## src/rtl/rf_pkg.sv

```systemverilog
// Shared definitions for the register-file transfer sequencer: op codes,
// register indices and the sequencer state encoding.
package rf_pkg;

  typedef enum logic [1:0] {
    OP_MOV = 2'b00,
    OP_LDI = 2'b01,
    OP_SWP = 2'b10,
    OP_CLR = 2'b11
  } op_e;

  localparam logic [2:0] REG_A = 3'd0;
  localparam logic [2:0] REG_B = 3'd1;
  localparam logic [2:0] REG_C = 3'd2;
  localparam logic [2:0] REG_D = 3'd3;
  localparam logic [2:0] REG_F = 3'd4;
  localparam int REG_COUNT = 5;

  typedef enum logic [2:0] {
    ST_IDLE,
    ST_RD0,
    ST_RD1,
    ST_WR0,
    ST_WR1,
    ST_FAIL
  } state_e;

endpackage

```

## src/rtl/rf_sel_decode.sv

```systemverilog
// Register index to one-hot select decoder; vld flags indices that name
// an existing register.
module rf_sel_decode
  import rf_pkg::*;
(
  input  logic [2:0]           idx,
  output logic [REG_COUNT-1:0] sel,
  output logic                 vld
);

  always_comb begin
    sel = '0;
    vld = 1'b1;
    case (idx)
      REG_A:   sel = 5'b00001;
      REG_B:   sel = 5'b00010;
      REG_C:   sel = 5'b00100;
      REG_D:   sel = 5'b01000;
      REG_F:   sel = 5'b10000;
      default: vld = 1'b0;
    endcase
  end

endmodule

```

## src/rtl/rf_seq.sv

```systemverilog
// Transfer sequencer: accepts one MOV/LDI/SWP/CLR request at a time and
// drives register-file selects, strobes and write data from registered outputs.
module rf_seq
  import rf_pkg::*;
#(
  parameter int WIDTH = 8
) (
  input  logic             clk,
  input  logic             rst,
  input  logic             req_valid,
  output logic             req_ready,
  input  logic [1:0]       req_op,
  input  logic [2:0]       req_dst,
  input  logic [2:0]       req_src,
  input  logic [WIDTH-1:0] req_imm,
  output logic             rf_as,
  output logic             rf_bs,
  output logic             rf_cs,
  output logic             rf_ds,
  output logic             rf_fs,
  output logic             rf_re,
  output logic             rf_we,
  output logic [WIDTH-1:0] rf_d,
  input  logic [WIDTH-1:0] rf_p,
  input  logic [WIDTH-1:0] rf_fo,
  output logic             done,
  output logic             err
);

  state_e                 state_q, state_d;
  op_e                    op_q, op_d;
  logic [2:0]             dst_q, dst_d, src_q, src_d;
  logic [WIDTH-1:0]       imm_q, imm_d, t0_q, t0_d, t1_q, t1_d, wd_q, wd_d;
  logic [REG_COUNT-1:0]   sel_q, sel_d, dst_sel, src_sel;
  logic                   re_q, re_d, we_q, we_d, done_q, done_d, err_q, err_d;
  logic                   dst_vld, src_vld, accept, src_used;

  assign accept = (state_q == ST_IDLE) && req_valid;

  always_comb begin
    op_d  = op_q;
    dst_d = dst_q;
    src_d = src_q;
    imm_d = imm_q;
    if (accept) begin
      op_d  = op_e'(req_op);
      dst_d = req_dst;
      src_d = req_src;
      imm_d = req_imm;
    end
  end

  // The same decoders validate a fresh request and drive the active select.
  rf_sel_decode u_dst_dec (.idx(dst_d), .sel(dst_sel), .vld(dst_vld));
  rf_sel_decode u_src_dec (.idx(src_d), .sel(src_sel), .vld(src_vld));

  always_comb begin
    state_d  = state_q;
    t0_d     = t0_q;
    t1_d     = t1_q;
    done_d   = 1'b0;
    err_d    = 1'b0;
    src_used = (op_d == OP_MOV) || (op_d == OP_SWP);
    case (state_q)
      ST_IDLE: begin
        if (accept) begin
          if (!dst_vld || (src_used && !src_vld)) state_d = ST_FAIL;
          else if (src_used)                      state_d = ST_RD0;
          else                                    state_d = ST_WR0;
        end
      end
      ST_RD0: begin
        t0_d    = (src_q == REG_F) ? rf_fo : rf_p;
        state_d = (op_q == OP_SWP) ? ST_RD1 : ST_WR0;
      end
      ST_RD1: begin
        t1_d    = (dst_q == REG_F) ? rf_fo : rf_p;
        state_d = ST_WR0;
      end
      ST_WR0: begin
        if (op_q == OP_SWP) begin
          state_d = ST_WR1;
        end else begin
          state_d = ST_IDLE;
          done_d  = 1'b1;
        end
      end
      ST_WR1: begin
        state_d = ST_IDLE;
        done_d  = 1'b1;
      end
      ST_FAIL: begin
        state_d = ST_IDLE;
        err_d   = 1'b1;
      end
      default: state_d = ST_IDLE;
    endcase
  end

  // Outputs are decoded from the next state so they register alongside it.
  always_comb begin
    sel_d = '0;
    re_d  = 1'b0;
    we_d  = 1'b0;
    wd_d  = '0;
    case (state_d)
      ST_RD0: begin
        sel_d = src_sel;
        re_d  = 1'b1;
      end
      ST_RD1: begin
        sel_d = dst_sel;
        re_d  = 1'b1;
      end
      ST_WR0: begin
        sel_d = dst_sel;
        we_d  = 1'b1;
        case (op_d)
          OP_MOV, OP_SWP: wd_d = t0_d;
          OP_LDI:         wd_d = imm_d;
          default:        wd_d = '0;
        endcase
      end
      ST_WR1: begin
        sel_d = src_sel;
        we_d  = 1'b1;
        wd_d  = t1_d;
      end
      default: ;
    endcase
  end

  always_ff @(posedge clk or negedge rst) begin
    if (!rst) begin
      state_q <= ST_IDLE;
      op_q    <= OP_MOV;
      dst_q   <= '0;
      src_q   <= '0;
      imm_q   <= '0;
      t0_q    <= '0;
      t1_q    <= '0;
      sel_q   <= '0;
      re_q    <= 1'b0;
      we_q    <= 1'b0;
      wd_q    <= '0;
      done_q  <= 1'b0;
      err_q   <= 1'b0;
    end else begin
      state_q <= state_d;
      op_q    <= op_d;
      dst_q   <= dst_d;
      src_q   <= src_d;
      imm_q   <= imm_d;
      t0_q    <= t0_d;
      t1_q    <= t1_d;
      sel_q   <= sel_d;
      re_q    <= re_d;
      we_q    <= we_d;
      wd_q    <= wd_d;
      done_q  <= done_d;
      err_q   <= err_d;
    end
  end

  assign req_ready = (state_q == ST_IDLE);
  assign rf_as     = sel_q[0];
  assign rf_bs     = sel_q[1];
  assign rf_cs     = sel_q[2];
  assign rf_ds     = sel_q[3];
  assign rf_fs     = sel_q[4];
  assign rf_re     = re_q;
  assign rf_we     = we_q;
  assign rf_d      = wd_q;
  assign done      = done_q;
  assign err       = err_q;

endmodule

```

## config.mk

```make
export PLATFORM = sky130hd
export DESIGN_NAME = rf_seq
export DESIGN_NICKNAME = d
export VERILOG_FILES = /design/src/rtl/rf_pkg.sv /design/src/rtl/rf_sel_decode.sv /design/src/rtl/rf_seq.sv
export SDC_FILE = /design/constraint.sdc
export NUM_CORES = 1
export LEC_CHECK = 0
export ABC_AREA = 1
export CORE_UTILIZATION = 54
export CTS_CLUSTER_DIAMETER = 50
export DETAILED_ROUTE_END_ITERATION = 8
export PLACE_DENSITY_LB_ADDON = 0.08
export SETUP_SLACK_MARGIN = 0.2
export SYNTH_ARGS = -nofsm -noshare
export SYNTH_HDL_FRONTEND = slang
export SYNTH_HIERARCHICAL = 1
export SYNTH_SLANG_ARGS = --single-unit
```

## constraint.sdc

```tcl
create_clock -name clk -period 4.28 [get_ports clk]
set_input_delay 0.856 -clock clk [delete_from_list [all_inputs] [get_ports clk]]
set_output_delay 0.856 -clock clk [all_outputs]
set_load 0.01 [all_outputs]
```

==> results of run 1 <==
-- cell families (layout without fill, tap and decap cells) --
family,after synthesis,count (layout),synth area share [%]
AO/OA/AOI/OAI,38,38,10.5
AND/OR/NAND/NOR,178,178,30.8
flip-flops,52,52,53.2
buffers and inverters,29,83,5.42
-- per-layer routing --
metal | up-vias | wire length [µm]
met1 | 1002 | 2450
met3 | 7 | 426
met2 | 89 | 2870
met4 | 0 | 73
li1 | 1043 | -
met5 | - | 0
-- where the power goes --
part	switching (mW)	internal, mW	leakage (nW)
logic	0.755	0.414	0.843
clock network	0.150	0.132	0.0455
registers	0.0923	0.697	0.652
total	0.997	1.24	1.54
-- sequential cells by signal (all words and copies together) (netlist names) --
register and cells:
imm_q 8, rf_d 8, t0_q 8, t1_q 8, sel_q 5, dst_q 3, src_q 3, state_q 3
op_q 2, done 1, err 1, rf_re 1, rf_we 1
-- placed cells by master (no fill, tap or decap), types with 8 or more instances in the layout --
| cell | count |
|---|---|
| dfrtp_1 | 52 |
| nor2_1 | 20 |
| nand3_1 | 11 |
| o21ai_0 | 8 |
| nand2_1 | 132 |
| inv_2 | 10 |
| inv_1 | 11 |
| o21ai_1 | 9 |
| a21oi_1 | 9 |
| clkdlybuf4s50_1 | 51 |
-- critical path, cell delays in order --
cell,delay (ns)
clkdlybuf4s50_1,0.49
nand3_2,0.38
inv_6,0.28
nand2_1,0.08
nand2_1,0.16
inv_2,0.06
nand2_2,0.08
nand2_1,0.05
inv_1,0.06
nand3_1,0.07
a21oi_1,0.28
inv_1,0.09
nand2_1,0.09
o21ai_0,0.07
-- cell type report --
cell class / instances / area [µm²]
sequential: 52 / 1300
fill: 380 / 1280
multi-input combinational: 216 / 1010
timing repair buffer: 53 / 523
clock buffer: 8 / 90.1
inverter: 22 / 87.6
tap: 52 / 65.1
-- through the flow --
stage,area [µm²],util [%],setup WS [ns],cells
3_5_place_dp,2990,68.6,1.04,395
6_report,3080,70.7,1.36,403
2_1_floorplan,2440,-,2.04,297
4_1_cts,3080,70.7,1.35,403
5_1_grt,3080,70.7,1.14,403
3_3_place_gp,2990,68.6,1.12,395
-- worst max-delay path by stage --
| stage | start | to | slack [ns] | cells past startpoint |
|---|---|---|---|---|
| after floorplan | req_valid | rf_re | 2.04 | 14 |
| after global routing | req_valid | rf_re | 1.14 | 14 |
| after CTS | req_valid | rf_re | 1.35 | 14 |
| after global placement | req_valid | rf_re | 1.12 | 14 |
| after detailed placement | req_valid | rf_re | 1.04 | 14 |
| final | req_valid | rf_re | 1.36 | 14 |
==> results by group, run 1 <==
STA
  – Setup Viol. Count Final: 0
  – RSZ-0062 raised after global routing: false
  – Min Hold Slack: 0.488 ns
  – Slew @ Worst Pin: between 0.9 and 1 ns
  – TNS Setup: 0 ns
  – Slew Limit Fails: 0
  – Period utilisation layout: 68.3%
  – Final Critical Period: between 2 and 3 ns
  – Clock skew: between 0.005 and 0.006 ns
  – Count of final hold-check violations: 0
  – Slew Limit Headroom: about 40%
  – Max Freq: ~340 MHz

Route
  – Post-route ant nets: 0
  – Drc violations: 0
  – DRT Pass-1 Iters: 4
  – Via count: approximately 2100
  – Final wirelength: between 5000 and 6000 µm
  – DR iter-0 viols: between 150 and 200
  – Via density: 5.31
  – Drt wl/cell: ~14 µm

Clock tree
  – Clock Pin Slew Worst Setup and Hold Paths: 0.09 ns
  – H-tree depth: 2
  – Worst skew pair latency: around 0.3 ns
  – Clock buffer depth: 2
  – Num CTS Buffers: 5
  – Setup Buffers After CTS: 0
  – Post_cts resized: 0
  – CTS tree: built
  – Root buffer cell: clkbuf_8
  – Hold Buf Count CTS: 0
  – Sink Count: 52

Synthesis
  – Post-synth EDFFs: 0
  – Syn_area_per_cell: 8.23 µm²
  – Synth area leaders: dfrtp_1 (53%), nand2_1 (20%), nor2_1 (3.1%)
  – Synthesized flop and latch total: 52
  – Seq/Total Area, Yosys: between 50% and 60%
  – Post-synth ARST share: 100%
  – Cells after Synth: slightly below 300
  – Synth cell count leaders: nand2_1 (132), dfrtp_1 (52), nor2_1 (20)
  – Synthesized Nets: between 300 and 400
  – Netlist cell types: 28
  – Biggest area consumer among synthesized cells: dfrtp_1
  – Share of the synthesized area in the top cell type: about 53%
  – Top FF cell, synth: dfrtp_1
  – Cell Area, Synth: about 0.0024 mm²
  – Most common cell in the netlist: nand2_1
  – Ys Warns: 6

Setup path
  – Worst-path fanout max: 20
  – Type of origin of the critical path: input pin
  – Critical R2R Capture: rf_re
  – R2R Path Start: state_q[1]
  – Crit path DAT: a little over 3 ns
  – Reg2Reg Setup Slack: between 1.5 and 2 ns
  – Kind of critical path: input pin to register
  – Path depth of the worst reg2reg path: 14
  – Setup crit end kind: register
  – WP data required: roughly 4.5 ns

Flow run
  – # Max-Cap Violations: 0

Worst hold path
  – Hold Path Origin: imm_q[2]
  – Hold endpoint: imm_q[2]
  – Hold Path Class: register to register
  – Hold Crit Depth: 2

GRT
  – Initial antenna violation count: 0
  – Met2 Use GR: a little over two fifths
  – Congestion Overflow GR: 0
  – GRT Total Usage: a little over a quarter
  – GRT met3 Usage: roughly 5%
  – Global-route wire length before repair: 9840 µm
  – Largest net degree at the start of global routing: 53
  – Vias in the first global route: 2102
  – Met1 Use GR: a little over a third
  – Most Crowded Layer GR: met2

Floorplan
  – Die area: a little under 0.005 mm²
  – Core area: between 0.004 and 0.005 mm²
  – FP Rows: 24
  – Top-Level Pins: 53
  – Die height: ~69 µm
  – Starting Density: a little under three fifths
  – Die width: between 60 and 70 µm

Finish
  – Syn-to-layout area delta: 25.9%
  – Antenna cell count: 0
  – Share of cells above drive strength 1: under 10%
  – Final net count: between 300 and 400

Power and ir drop
  – Leakage: approximately 1.5 nW
  – Cell Pwr Density: 728 mW/mm²
  – Final Power: between 2 and 2.5 mW
  – Peak supply drop: about 370 µV

Placed design
  – Placer Congestion: around 0.83
  – Post-DP HPWL: between 4000 and 5000 µm
  – Port bufs: 52

Run status
  – Run status: completed
No activity file was read; power rests on OpenSTA's default activity.
==> inputs of run 2 (changes only) <==
CORE_UTILIZATION = 50   (was 54)
clock period = 2.9 ns   (was 4.28 ns; I/O delays follow)
==> results by group, run 2 (synthesis results as in run 1) <==
STA
  – Max Freq: between 400 and 500 MHz
  – Slew Limit Fails: 0 (unchanged)
  – Final WS setup: 0.665 ns (-0.693 ns)
  – Count of final hold-check violations: 0 (unchanged)
  – Slew Limit Headroom: 64.2% (+25 points)
  – Slew @ Worst Pin: 0.535 ns (-0.372 ns)
  – Clock skew: 0.00900 ns (+0.00353 ns)
  – Period utilisation layout: between 70% and 80%
  – Setup Viol. Count Final: 0 (unchanged)
  – RSZ-0062 raised after global routing: false
  – Final Critical Period: between 2 and 2.5 ns
  – TNS Setup: 0 ns (unchanged)

GRT
  – Vias in the first global route: 2039 (-3.0%)
  – Met2 Use GR: 38.1% (-5.6 points)
  – Initial antenna violation count: 0 (unchanged)
  – Global-route wire length before repair: 9120 µm (-7.3%)
  – GRT Total Usage: 23.4% (-3.1 points)
  – Met1 Use GR: 30.9% (-4.4 points)
  – Most Crowded Layer GR: met2
  – Congestion Overflow GR: 0 (unchanged)
  – GRT met3 Usage: 4.17% (-0.92 points)
  – Largest net degree at the start of global routing: 36 (-32%)

Setup path
  – Most frequent CP cell: nand2_1
  – Cell depth of the worst setup path: 12 (-2)
  – R2R Path Start: state_q[1]
  – Crit path max-delay family: buffers and inverters
  – Slowest stage delay, CP: 0.50 ns (about the same)
  – Slowest cell on crit path: clkdlybuf4s50_1
  – Critical Path Start: req_valid
  – WP data required: 3.13 ns (-1.34 ns)
  – Path depth of the worst reg2reg path: 12 (-2)
  – Crit path DAT: 2.47 ns (-0.64 ns)
  – Crit-path cells: clkdlybuf4s50_1, nand3_2, buf_4, nand2_1, nand2_1, inv_1, nand2_2, nand2_1, nand3_4, a31oi_4, nand2_1, nand2_1
  – Worst-path fanout max: 11 (-45%)
  – Setup crit end kind: register
  – Kind of critical path: input pin to register
  – CP bufs+invs: 3 (-2)
  – Type of origin of the critical path: input pin

Power and ir drop
  – Final Power: 3.26 mW (+46%)
  – Cell Pwr Density: 1050 mW/mm² (+44%)
  – Peak supply drop: 484 µV (+32%)
  – Leakage: 1.55 nW (+0.62%)

Finish
  – Syn-to-layout area delta: 27.1%
  – Fillers: 407 (+7.1%)
  – Most frequent cells in the layout: nand2_1 (132), dfrtp_1 (52), clkdlybuf4s50_1 (51), nor2_1 (20)
  – Final net count: 388 (+0.78%)
  – Antenna cell count: 0 (unchanged)
  – Finished Layout Cells: 420 (+4.2%)
  – Share of cells above drive strength 1: 10.5% (+0.79 points)
  – Commonest non-fill, non-tap cell in the layout: nand2_1

Clock tree
  – Sink Count: 52 (unchanged)
  – Worst skew pair latency: 0.30 ns (about the same)
  – Clock buffer depth: 2 (unchanged)
  – H-tree depth: 2 (unchanged)
  – Hold Buf Count CTS: 0 (unchanged)
  – CTS tree: built
  – Setup Buffers After CTS: 0 (unchanged)
  – Post_cts resized: 0 (unchanged)
  – Clock Pin Slew Worst Setup and Hold Paths: 0.08 ns (about the same)
  – Num CTS Buffers: 5 (unchanged)
  – Root buffer cell: clkbuf_8

Worst hold path
  – Hold Path Class: input pin to async pin

Placed design
  – Pre-CTS setup slack: 0.373 ns (-0.667 ns)
  – Port bufs: 52 (unchanged)
  – Post-DP HPWL: 3950 µm (-5.9%)
  – Dpl cells: 413 (+4.6%)
  – Placer Congestion: 0.786 (-5.6%)

Route
  – Via count: 2079 (-2.9%)
  – Drt wl/cell: 13.0 µm (-9.8%)
  – Post-route ant nets: 0 (unchanged)
  – Via density: 4.95 (-6.8%)
  – Final wirelength: 5470 µm (-6.0%)
  – DR iter-0 viols: 98 (-42%)
  – DRT Pass-1 Iters: 4 (unchanged)
  – Drc violations: 0 (unchanged)

Floorplan
  – Starting Density: 51.8% (-4.4 points)
  – Core area: 0.00472 mm² (+8.5%)
  – Top-Level Pins: 53 (unchanged)
  – Die height: 71.9 µm (+3.8%)
  – Die area: 0.00517 mm² (+7.8%)
  – FP Rows: 25 (+4.2%)
  – Die width: 71.9 µm (+3.8%)

Run status
  – Run status: completed

Flow run
  – # Max-Cap Violations: 0 (unchanged)
run 2: changes by cell type in the layout (fill, tap and decap cells not counted):
| cell | delta |
|---|---|
| clkbuf_1 | -1 |
| clkinv_2 | +1 |
| buf_4 | +3 |
| clkbuf_8 | -1 |
run 2: layout make-up:
cell class / count / area, µm² / share of cell area (%)
timing repair buffer: 56 / 546 / 17.6
sequential: 52 / 1300 / 41.9
inverter: 22 / 87.6 / 2.82
tap: 67 / 83.8 / 2.70
multi-input combinational: 216 / 1010 / 32.5
clock buffer: 6 / 72.6 / 2.34
clock inverter: 1 / 5.00 / 0.161
run 2: power breakdown:
part | internal (mW) | switching [mW] | total, mW
logic | 0.630 | 1.10 | 1.73
clock network | 0.164 | 0.213 | 0.377
registers | 1.03 | 0.128 | 1.16
run 2: worst paths after layout:
check	end	slack, ns
min in group clk	imm_q[5]	0.48
max reg2reg	rf_d[5]	0.82
max in group asynchronous	dst_q[0]	1.90
max	rf_d[5]	0.67
min	done	0.21
min reg2reg	imm_q[5]	0.48
run 2: layer usage:
layer | routed length, µm | share of wire (%)
met4 | 59 | 1.1
met2 | 2620 | 48
met1 | 2500 | 46
met5 | 0 | 0
met3 | 289 | 5.3
run 2: stage by stage:
step / area [µm²] / util [%] / hold slack [ns]
2_1_floorplan: 2440 / - / 0.284
3_3_place_gp: 3030 / 64.1 / 0.461
3_5_place_dp: 3030 / 64.1 / 0.463
4_1_cts: 3110 / 65.8 / 0.215
5_1_grt: 3110 / 65.8 / 0.240
6_report: 3110 / 65.8 / 0.208
run 2: worst reg2reg max path: stages, from the launching register on:
cell and delay (ns):
dfrtp_1 0.43, nor2_2 0.19, nand3_2 0.15, buf_4 0.21, nand2_1 0.06, nand2_1 0.09
inv_1 0.09, nand2_2 0.06, nand2_1 0.13, nand3_4 0.11, a31oi_4 0.31, nand2_1 0.10
nand2_1 0.08
==> inputs of run 3 (changes only) <==
clock period = 2.2 ns   (was 2.9 ns; I/O delays follow)
==> results by group, run 3 (synthesis results as in run 1) <==
Run status
  – Run status: completed

Finish
  – Final net count: 411 (+5.9%)
  – Post-layout util: 70.1% (+4.4 points)
  – Syn-to-layout area delta: 35.5%
  – Finished Layout Cells: 443 (+5.5%)
  – Antenna cell count: 0 (unchanged)
  – Share of cells above drive strength 1: 17.3% (+6.8 points)
  – Most frequent cells in the layout: nand2_1 (129), dfrtp_1 (52), clkdlybuf4s50_1 (49), buf_4 (24), nor2_1 (20)
  – Commonest non-fill, non-tap cell in the layout: nand2_1

STA
  – RSZ-0062 raised after global routing: true
  – Count of final hold-check violations: 0 (unchanged)
  – Slew @ Worst Pin: 0.503 ns (-0.0316 ns)
  – Slew Limit Headroom: 66.3% (+2.1 points)
  – Setup Viol. Count Final: 0 (unchanged)
  – Max Freq: between 500 and 600 MHz
  – Final Critical Period: between 1.5 and 2 ns
  – Period utilisation layout: between 80 and 90%
  – Slew Limit Fails: 0 (unchanged)
  – Clock skew: 0.00843 ns (-0.000573 ns)

Power and ir drop
  – Leakage: 1.68 nW (+8.3%)
  – Cell Pwr Density: 1420 mW/mm² (+35%)
  – Switch share: 42.9% (-1.2 points)
  – Seq pwr share: 31.7% (-3.8 points)
  – Clock power frac: 10.9% (-0.7 points)
  – Power Internal: 2.69 mW (+47%)
  – P_sw: 2.02 mW (+41%)
  – Peak supply drop: 638 µV (+32%)
  – Combinational Power Share: 57.5% (+4.5 points)

Route
  – Drt wl/cell: 12.9 µm (-0.63%)
  – Via density: 4.92 (-0.68%)
  – Final wirelength: 5730 µm (+4.8%)
  – Drc violations: 0 (unchanged)
  – Post-route ant nets: 0 (unchanged)
  – Via count: 2178 (+4.8%)
  – DR iter-0 viols: 156 (+59%)
  – DRT Pass-1 Iters: 4 (unchanged)

Clock tree
  – Sink Count: 52 (unchanged)
  – Clock buffer depth: 2 (unchanged)
  – Hold Buf Count CTS: 0 (unchanged)
  – Num CTS Buffers: 5 (unchanged)
  – CTS tree: built
  – Root buffer cell: clkbuf_8
  – Worst skew pair latency: 0.30 ns (about the same)
  – Clock Pin Slew Worst Setup and Hold Paths: 0.09 ns (about the same)
  – H-tree depth: 2 (unchanged)

Setup path
  – Path depth of the worst reg2reg path: 12 (unchanged)
  – WP data required: 2.38 ns (-0.75 ns)
  – Kind of critical path: register to register
  – Type of origin of the critical path: register
  – Critical R2R Capture: rf_we
  – Worst-path fanout max: 8 (-3)
  – Setup crit end kind: register
  – Reg2Reg Setup Slack: 0.30 ns (-0.52 ns)
  – Crit path DAT: 2.08 ns (-0.39 ns)
  – R2R Path Start: state_q[0]

Worst hold path
  – Hold Path Class: input pin to async pin

Floorplan
  – Starting Density: 51.8% (unchanged)
  – Core area: 0.00472 mm² (unchanged)
  – Die width: 71.9 µm (unchanged)
  – Die area: 0.00517 mm² (unchanged)
  – Top-Level Pins: 53 (unchanged)
  – FP Rows: 25 (unchanged)
  – Die height: 71.9 µm (unchanged)

GRT
  – Largest net degree at the start of global routing: 53 (+47%)
  – Congestion Overflow GR: 0 (unchanged)
  – Vias in the first global route: 2006 (-1.6%)
  – Global-route wire length before repair: 9160 µm (+0.38%)
  – GRT Total Usage: 23.3% (-0.063 points)
  – Initial antenna violation count: 0 (unchanged)

Placed design
  – Port bufs: 52 (unchanged)
  – Dpl cells: 432 (+4.6%)
  – Placer Congestion: 0.813 (+3.5%)
  – Post-DP HPWL: 4000 µm (+1.3%)

Flow run
  – # Max-Cap Violations: 0 (unchanged)
-- run 3: cell types whose count changed in the layout (fill, tap and decap cells not counted), sizes merged --
cell	change
clkdlybuf4s50	-2
buf	+23
clkbuf	-1
dlygate4sd2	+1
dlymetal6s2s	+1
clkinvlp	+1
-- run 3: how the worst max path moves through the flow --
stage | from | cells past startpoint | end | slack (ns)
3_5_place_dp | req_valid | 15 | sel_q[3] | -0.1
6_report | state_q[0] | 12 | rf_we | 0.30
4_1_cts | req_valid | 15 | sel_q[3] | 0.21
5_1_grt | state_q[0] | 15 | sel_q[1] | 0.18
3_3_place_gp | req_valid | 12 | rf_we | -0.07
2_1_floorplan | state_q[1] | 16 | rf_re | 0.24
-- run 3: what timing repair did --
action	4_1_cts	5_1_grt
buffers inserted	2	1
gates cloned	0	1
gates resized for setup	1	7
hold endpoints to repair	0	0
pin swaps	1	1
endpoints found under the setup margin	2	15
-- run 3: cell type report --
| class | instances | area [µm²] |
|---|---|---|
| fillers | 400 | 1410 |
| well taps | 67 | 83.8 |
| clock inverters | 2 | 12.5 |
| repair buffers | 79 | 733 |
| clock buffers | 5 | 68.8 |
| flip-flops and latches | 52 | 1300 |
| multi-input cells | 216 | 1030 |
| inverters | 22 | 87.6 |
-- run 3: power by group through the flow --
stage	clock, mW	combinational, mW	sequential, mW
6_report	0.511	2.70	1.49
4_1_cts	0.527	2.64	1.49
3_3_place_gp	0	2.55	1.51
2_1_floorplan	0	1.64	1.52
5_1_grt	0.561	2.99	1.53
3_5_place_dp	0	2.59	1.52
-- run 3: metal layers --
layer / global-route usage, % / vias up / wire (µm)
met5: 0 / - / 0
met4: 6.10 / 0 / 44
met3: 4.44 / 6 / 284
met2: 38.1 / 70 / 2710
met1: 32.4 / 1004 / 2690
li1: - / 1098 / -
-- run 3: critical path, cell delays in order (launching register included) --
cell     delay (ns)
dfrtp_1        0.41
nor2_2         0.18
nand3_4        0.13
inv_6          0.11
nand2_1        0.07
nand2_1        0.10
inv_1          0.07
nand2_2        0.07
nand2_2        0.07
nand3_4        0.11
a31oi_4        0.09
buf_4          0.17
or2_1          0.22
-- run 3: metrics by stage --
stage | worst slack (ns) | TNS (ns) | total power, mW | area, µm² | hold slack, ns
final | 0.295 | 0 | 4.71 | 3310 | 0.112
after global routing | 0.176 | 0 | 5.08 | 3310 | 0.130
after CTS | 0.208 | 0 | 4.65 | 3280 | 0.126
after detailed placement | -0.0963 | -1.09 | 4.11 | 3180 | 0.452
after global placement | -0.0718 | -0.622 | 4.06 | 3180 | 0.455
after floorplan | 0.244 | 0 | 3.16 | 2440 | 0.144
